### src/rtl/mc_pkg.sv
// Shared encodings for the multicycle MIPS control unit: FSM states, opcodes, funct codes, ALU ops.
// ADDI states exist only when MC_CTRL_ADDI_EN is defined.
package mc_pkg;

    typedef enum logic [3:0] {
        S_FETCH,
        S_DECODE,
        S_MEMADR,
        S_MEMRD,
        S_MEMWB,
        S_MEMWR,
        S_EXECUTE,
        S_ALUWB,
        S_BRANCH,
`ifdef MC_CTRL_ADDI_EN
        S_ADDIEX,
        S_ADDIWB,
`endif
        S_JUMP
    } state_t;

    typedef enum logic [1:0] {
        ALUOP_ADD   = 2'b00,
        ALUOP_SUB   = 2'b01,
        ALUOP_FUNCT = 2'b10
    } aluop_t;

    localparam logic [5:0] OP_RTYPE = 6'b000000;
    localparam logic [5:0] OP_LW    = 6'b100011;
    localparam logic [5:0] OP_SW    = 6'b101011;
    localparam logic [5:0] OP_BEQ   = 6'b000100;
    localparam logic [5:0] OP_ADDI  = 6'b001000;
    localparam logic [5:0] OP_J     = 6'b000010;

    localparam logic [5:0] FN_ADD = 6'b100000;
    localparam logic [5:0] FN_SUB = 6'b100010;
    localparam logic [5:0] FN_AND = 6'b100100;
    localparam logic [5:0] FN_OR  = 6'b100101;
    localparam logic [5:0] FN_SLT = 6'b101010;

    localparam logic [2:0] ALU_AND = 3'b000;
    localparam logic [2:0] ALU_OR  = 3'b001;
    localparam logic [2:0] ALU_ADD = 3'b010;
    localparam logic [2:0] ALU_SUB = 3'b110;
    localparam logic [2:0] ALU_SLT = 3'b111;

endpackage

### src/rtl/alu_decoder.sv
// Combinational ALUOp/Funct to ALUControl decode; flags funct codes the ALU does not implement.
module alu_decoder
    import mc_pkg::*;
(
    input  aluop_t      alu_op,
    input  logic [5:0]  funct,
    output logic [2:0]  alu_control,
    output logic        funct_illegal
);

    always_comb begin
        alu_control   = ALU_ADD;
        funct_illegal = 1'b0;
        case (alu_op)
            ALUOP_ADD: alu_control = ALU_ADD;
            ALUOP_SUB: alu_control = ALU_SUB;
            ALUOP_FUNCT: begin
                case (funct)
                    FN_ADD:  alu_control = ALU_ADD;
                    FN_SUB:  alu_control = ALU_SUB;
                    FN_AND:  alu_control = ALU_AND;
                    FN_OR:   alu_control = ALU_OR;
                    FN_SLT:  alu_control = ALU_SLT;
                    default: begin
                        alu_control   = ALU_ADD;
                        funct_illegal = 1'b1;
                    end
                endcase
            end
            default: alu_control = ALU_ADD;
        endcase
    end

endmodule

### src/rtl/mc_controller.sv
// Moore FSM sequencing the multicycle MIPS datapath; write enables are gated off while reset_n is low.
// addi support (ADDIEX/ADDIWB) is built only when MC_CTRL_ADDI_EN is defined.
module mc_controller
    import mc_pkg::*;
(
    input  logic        clk,
    input  logic        reset_n,
    input  logic [5:0]  Op,
    input  logic [5:0]  Funct,
    input  logic        Zero,
    output logic        IorD,
    output logic        MemWrite,
    output logic        IRWrite,
    output logic        RegDst,
    output logic        MemtoReg,
    output logic        RegWrite,
    output logic        ALUSrcA,
    output logic [1:0]  ALUSrcB,
    output logic [2:0]  ALUControl,
    output logic [1:0]  PCSrc,
    output logic        PCEn,
    output logic        Illegal
);

    state_t state;
    state_t state_nxt;
    aluop_t alu_op;
    logic   mem_write;
    logic   ir_write;
    logic   reg_write;
    logic   pc_write;
    logic   branch;
    logic   op_illegal;
    logic   funct_illegal;

    always_ff @(posedge clk or negedge reset_n) begin
        if (!reset_n) state <= S_FETCH;
        else          state <= state_nxt;
    end

    always_comb begin
        state_nxt  = state;
        IorD       = 1'b0;
        mem_write  = 1'b0;
        ir_write   = 1'b0;
        RegDst     = 1'b0;
        MemtoReg   = 1'b0;
        reg_write  = 1'b0;
        ALUSrcA    = 1'b0;
        ALUSrcB    = 2'b00;
        PCSrc      = 2'b00;
        pc_write   = 1'b0;
        branch     = 1'b0;
        alu_op     = ALUOP_ADD;
        op_illegal = 1'b0;
        case (state)
            S_FETCH: begin
                ir_write  = 1'b1;
                pc_write  = 1'b1;
                ALUSrcB   = 2'b01;
                state_nxt = S_DECODE;
            end
            S_DECODE: begin
                // ALU computes the branch target speculatively while Op is decoded
                ALUSrcB = 2'b11;
                case (Op)
                    OP_LW, OP_SW: state_nxt = S_MEMADR;
                    OP_RTYPE:     state_nxt = S_EXECUTE;
                    OP_BEQ:       state_nxt = S_BRANCH;
`ifdef MC_CTRL_ADDI_EN
                    OP_ADDI:      state_nxt = S_ADDIEX;
`endif
                    OP_J:         state_nxt = S_JUMP;
                    default: begin
                        op_illegal = 1'b1;
                        state_nxt  = S_FETCH;
                    end
                endcase
            end
            S_MEMADR: begin
                ALUSrcA   = 1'b1;
                ALUSrcB   = 2'b10;
                state_nxt = (Op == OP_LW) ? S_MEMRD : S_MEMWR;
            end
            S_MEMRD: begin
                IorD      = 1'b1;
                state_nxt = S_MEMWB;
            end
            S_MEMWB: begin
                reg_write = 1'b1;
                MemtoReg  = 1'b1;
                state_nxt = S_FETCH;
            end
            S_MEMWR: begin
                IorD      = 1'b1;
                mem_write = 1'b1;
                state_nxt = S_FETCH;
            end
            S_EXECUTE: begin
                ALUSrcA   = 1'b1;
                alu_op    = ALUOP_FUNCT;
                state_nxt = S_ALUWB;
            end
            S_ALUWB: begin
                reg_write = 1'b1;
                RegDst    = 1'b1;
                state_nxt = S_FETCH;
            end
            S_BRANCH: begin
                ALUSrcA   = 1'b1;
                alu_op    = ALUOP_SUB;
                PCSrc     = 2'b01;
                branch    = 1'b1;
                state_nxt = S_FETCH;
            end
`ifdef MC_CTRL_ADDI_EN
            S_ADDIEX: begin
                ALUSrcA   = 1'b1;
                ALUSrcB   = 2'b10;
                state_nxt = S_ADDIWB;
            end
            S_ADDIWB: begin
                reg_write = 1'b1;
                state_nxt = S_FETCH;
            end
`endif
            S_JUMP: begin
                PCSrc     = 2'b10;
                pc_write  = 1'b1;
                state_nxt = S_FETCH;
            end
            default: state_nxt = S_FETCH;
        endcase
    end

    alu_decoder u_alu_decoder (
        .alu_op        (alu_op),
        .funct         (Funct),
        .alu_control   (ALUControl),
        .funct_illegal (funct_illegal)
    );

    // Side-effecting strobes drop the moment reset_n falls, not at the next edge
    assign MemWrite = reset_n & mem_write;
    assign IRWrite  = reset_n & ir_write;
    assign RegWrite = reset_n & reg_write;
    assign PCEn     = reset_n & (pc_write | (branch & Zero));
    assign Illegal  = reset_n & (op_illegal | ((state == S_EXECUTE) & funct_illegal));

endmodule
### config.mk
export PLATFORM = sky130hd
export DESIGN_NAME = mc_controller
export DESIGN_NICKNAME = d
export VERILOG_FILES = /design/src/rtl/mc_pkg.sv /design/src/rtl/alu_decoder.sv /design/src/rtl/mc_controller.sv
export SDC_FILE = /design/constraint.sdc
export NUM_CORES = 1
export LEC_CHECK = 0
export ABC_AREA = 1
export BUFFER_PORTS_ARGS = -buffer_cell sky130_fd_sc_hd__clkbuf_2
export CAP_MARGIN = 10
export CORE_MARGIN = 3
export CORE_UTILIZATION = 37
export DETAILED_ROUTE_END_ITERATION = 6
export GPL_TIMING_DRIVEN = 0
export PLACE_DENSITY = 0.78
export SYNTH_ARGS = -nofsm -noshare
export SYNTH_HDL_FRONTEND = slang
export SYNTH_SLANG_ARGS = --single-unit
### constraint.sdc
create_clock -name clk -period 3.2 [get_ports clk]
set_input_delay 0.64 -clock clk [delete_from_list [all_inputs] [get_ports clk]]
set_output_delay 0.64 -clock clk [all_outputs]
set_load 0.005 [all_outputs]
-- Word level (Yosys, flattened, before mapping)
Cells that the tools add are included.
- reduce and logical (&&, ||, !) cells: 9
- bitwise gates (word level): 9
- equality and inequality tests: 20
- multiplexer cells: 21
- operators by type and width (kind ; count):
    6-bit == test (second input constant) ; 7
    4-bit one-hot mux with 5 select lines ; 1
    4-bit by 3-bit == test with 1-bit output (second input constant) ; 4
    4-bit one-hot mux with 4 select lines ; 1
    1-bit two-way mux ; 13
    3-bit one-hot mux with 4 select lines ; 1
    5-bit OR reduction ; 2
    4-bit by 2-bit == test with 1-bit output (second input constant) ; 2
    4-bit == test (second input constant) ; 2
    2-bit one-hot mux with 2 select lines ; 2
    2-bit OR reduction ; 4
    1-bit AND ; 7
    6-bit by 2-bit == test with 1-bit output (second input constant) ; 1
    6-bit by 3-bit == test with 1-bit output (second input constant) ; 1
    6-bit zero test ; 1
    2-bit one-hot mux with 3 select lines ; 1
    3-bit one-hot mux with 2 select lines ; 1
    4-bit by 1-bit == test with 1-bit output (second input constant) ; 1
    4-bit zero test ; 1
    3-bit two-way mux ; 1
    3-bit OR reduction ; 1
    2-bit by 1-bit == test with 1-bit output (second input constant) ; 1
    2-bit == test (second input constant) ; 1
    1-bit OR ; 2
- logic and storage cells: 60
- output and inout port bits: 16
- bits of input ports: 15
- register bits after elaboration: 4

-- Logic depth before layout (Yosys ltp)
- depth in word-level cells: 7
- gate-level depth with buffers: 9
- mapped depth without buffers: 9

-- Cells and area by module
A second synthesis with hierarchy kept.
- cell total of the unflattened synthesis: 109
- area total of the unflattened synthesis: 633.1 um^2
- modules (own cells, without submodules) (module ; area an instance (um^2) ; seq. area each (um^2) ; cells an instance ; times used):
    mc_controller ; 434.2 ; 100.1 ; 76 ; 1
    alu_decoder ; 198.9 ; 0.0 ; 33 ; 1

-- Least setup slack after synthesis
No wires, ideal clock.
- path type: reg-to-output
- start point: register state[1]
- end point: output port ALUControl[2]
- path buffers: 0
- stages on the path, launching flop included: 8
- required time: 2.560 ns
- path slack: 1.053 ns
- arrival: 1.507 ns
- cell sequence: dfrtp_1 nor2_1 inv_1 nor3_2 inv_1 ha_1 nand3_1 o21ai_0
- cells in the longest elaborated chain, start to end: 4
- elaborated cells on any way between the ends: 6
- those cells by class: eq/ne (4); mux (2)
- ends and longest elaborated chain (element ; RTL line ; text):
    start, declared ; mc_controller.sv:25 ; state_t state;
    start signal, assigned ; mc_controller.sv:38 ; else state <= state_nxt;
    4-bit == test / 4-bit by 3-bit == test with 1-bit output (equally long branches) ; mc_controller.sv:56 ; case (state)
    2-bit one-hot mux with 2 select lines (*) ; mc_controller.sv:56 ;
    2-bit == test / 2-bit by 1-bit == test with 1-bit output (equally long branches) ; alu_decoder.sv:14 ; case (alu_op)
    3-bit one-hot mux with 2 select lines (*) ; alu_decoder.sv:14 ;
    end, declared ; mc_controller.sv:19 ; output logic [2:0] ALUControl,
Every way passes the cells marked *; elsewhere a longest branch is shown, timed or not.

-- Final worst setup path
Same ends and word-level chain as after synthesis.

==> flow_metrics.env <==
export IMPL_cts_hold_buf=0
export IMPL_end_kind="output port"
export IMPL_track_usage_pct=15.5
export IMPL_finalPower_w=0.000289
export IMPL_post_cts_setup_buffers=0
export IMPL_fill_cells=147
export IMPL_finalNetCount=152
export IMPL_clkPwrFrac_pct=23.1
export IMPL_htree_num_levels=1
export IMPL_synthToLayoutAreaGrowth_pct=34.5
export IMPL_diodes=0
export IMPL_grt_pass1_vias=605
export IMPL_rr_worst_depth=6
export IMPL_min_period_ns=2.62
export IMPL_largest_register="state"
export IMPL_reg_top3="state: 4 flops"
export IMPL_hold_ws_ns=0.197
export IMPL_drive_above_1_share_pct=33.3
export IMPL_largest_reg_flops=4
export IMPL_outcome="completed"
export IMPL_swShare_pct=44.1
export IMPL_boundaryPins=31
export IMPL_globalRouteOverflowTotal=0
export IMPL_die_w_microns=44.8
export IMPL_yosysSeqAreaShare_pct=18.0
export IMPL_p_int_w=0.000161
export IMPL_final_setup_viol_count=0
export IMPL_finalCritPeriodShare_pct=82.0
export IMPL_rrSetupSlack_ns=1.98
export IMPL_cts_clk_slew_worst_paths_ns=0.04
export IMPL_required_ns=2.56
export IMPL_syn_avg_cell_area_sq_um=5.61
export IMPL_post_cts_resized=0
export IMPL_grt_max_degree=8
export IMPL_max_slew_margin_pct=79.5
export IMPL_worstMarginPinSlew_ns=0.306
export IMPL_synth_top_area_share_pct=18.0
export IMPL_fin_worst_skew_ns=0.00735
export IMPL_grt_pass1_wl_microns=2350
export IMPL_drv_cap=0
export IMPL_ant_nets=0
export IMPL_min_path_type="in2async"
export IMPL_io_buffers=30
export IMPL_num_vias=695
export IMPL_p_comb_share_pct=52.1
export IMPL_drtIter0Drc=12
export IMPL_gp_congestion=0.759
export IMPL_p_sw_w=0.000128
export IMPL_drc=0
export IMPL_cts_made_buffers=3
export IMPL_die_area_sq_um=2000
export IMPL_setup_tns_final_ns=0
export IMPL_routed_wl_microns=1400
export IMPL_crit_fanout=7
export IMPL_wire_per_inst_microns=9.53
export IMPL_pwr_density_cell_nw_per_um2=387
export IMPL_post_dp_cell_area_sq_um=724
export IMPL_antenna_found_initial=0
export IMPL_vias_per_cell=4.73
export IMPL_dpl_hpwl_microns=1220
export IMPL_root_buffer="clkbuf_4"
export IMPL_final_area_sq_um=747
export IMPL_pwr_share_seq_pct=24.7
export IMPL_firstDrtPassIters=4
export IMPL_yosys_warnings=0
export IMPL_slew_violations=0
export IMPL_synth_nets=117
export IMPL_die_h_microns=44.8
export IMPL_netlist_top_cells_area="dfrtp_1, nand3_1, nor2_1, inv_1, nand2_1"
export IMPL_rsz0062_at_grt="no"
export IMPL_cts_tree="done"
export IMPL_hold_violations=0
export IMPL_clock_path_buffers=2
export IMPL_fp_row_count=13
export IMPL_power_leakage_nw=0.452
export IMPL_synth_largest_area_cell="dfrtp_1"
export IMPL_syn_area_sq_um=556
export IMPL_arrival_ns=1.98
export IMPL_coreArea_sq_um=1350
export IMPL_worstSkewPairLatency_ns=0.25
export IMPL_vdd_drop_max_uv=182
export IMPL_clock_sink_count=4
export IMPL_syn_inst=99
export IMPL_start_util_pct=41.1
export IMPL_ys_seq_elements=4
export IMPL_max_freq_ghz=0.381
export IMPL_path_class="reg2out"
export IMPL_startpoint_type="flip-flop"
export IMPL_synth_cell_types=20
## placed cells by master (no fill, tap or decap)
cell type / netlist / final
o21ai_1: 1 / 1
ha_1: 3 / 3
inv_1: 19 / 19
a21oi_1: 3 / 3
o211ai_1: 1 / 1
nand2_2: 1 / 1
nor2_2: 4 / 4
a31oi_1: 1 / 1
nor3_1: 1 / 1
inv_2: 3 / 3
nand3_2: 1 / 1
nor3_2: 1 / 1
nor2_1: 21 / 21
nor2_4: 1 / 1
o21a_1: 1 / 1
nand2_1: 15 / 15
clkbuf_2: 0 / 30
clkbuf_4: 0 / 3
dfrtp_1: 4 / 4
nand3_1: 16 / 16
o21ai_0: 1 / 1
nand4_1: 1 / 1
## path summary, 6_finish.rpt
check / endpoint / from
max: ALUControl[2] / state[1]
max in group asynchronous: state[1] / reset_n
max reg2reg: state[2] / state[2]
min: state[0] / reset_n
min in group clk: state[0] / state[0]
min reg2reg: state[0] / state[0]
## worst max-delay path, stage by stage (launching register included)
cell and delay [ns]:
dfrtp_1 0.43, nor2_1 0.16, inv_1 0.07, nor3_2 0.25
inv_1 0.11, ha_1 0.35, nand3_1 0.09, o21ai_0 0.15
clkbuf_2 0.13
## cell usage after synthesis
cell,instances
o21ai_1,1
nand3_1,16
dfrtp_1,4
inv_1,19
nand3_2,1
nor2_4,1
nor3_2,1
o21a_1,1
ha_1,3
nor2_1,21
a31oi_1,1
inv_2,3
nand2_2,1
nand2_1,15
nor2_2,4
a21oi_1,3
nand4_1,1
nor3_1,1
o211ai_1,1
o21ai_0,1
## routing by layer
| metal | routed length, microns | GRT usage [%] |
|---|---|---|
| met2 | 650 | 24.6 |
| met5 | 0 | 0 |
| met1 | 635 | 20.3 |
| met3 | 94 | 3.59 |
| met4 | 20 | 5.42 |
## metrics by stage
step,cells,worst slack (ns),utilization [%]
finish,147,0.577,55.3
global route,147,0.431,55.3
CTS,147,0.569,55.3
detailed placement,144,0.820,53.7
global placement,144,0.866,53.7
floorplan,99,1.05,-
## layout make-up
| cell class | instances | area [sq um] | area share, % |
|---|---|---|---|
| multi-input combinational | 73 | 373 | 49.9 |
| timing repair buffer | 30 | 150 | 20.1 |
| sequential | 4 | 100 | 13.4 |
| inverter | 22 | 82.6 | 11.1 |
| clock buffer | 3 | 22.5 | 3.02 |
| tap | 15 | 18.8 | 2.51 |
## power by group through the flow
stage               clock network (W)  logic, W  registers (W)
CTS                         0.0000699  0.000152      0.0000716
global route                0.0000717  0.000172      0.0000735
detailed placement                  0  0.000152      0.0000724
global placement                    0  0.000147      0.0000720
floorplan                           0  0.000102      0.0000695
finish                      0.0000669  0.000151      0.0000715
## cells by family after synthesis
kind of cell	after synthesis	synth area share, %
DFF	4	18.0
AOI/OAI and AO/OA	8	8.33
and+or+nand+nor	62	52.0
buffers and inverters	22	14.9
adders and majority gates	3	6.76
Power figures use the tool's default switching activity.
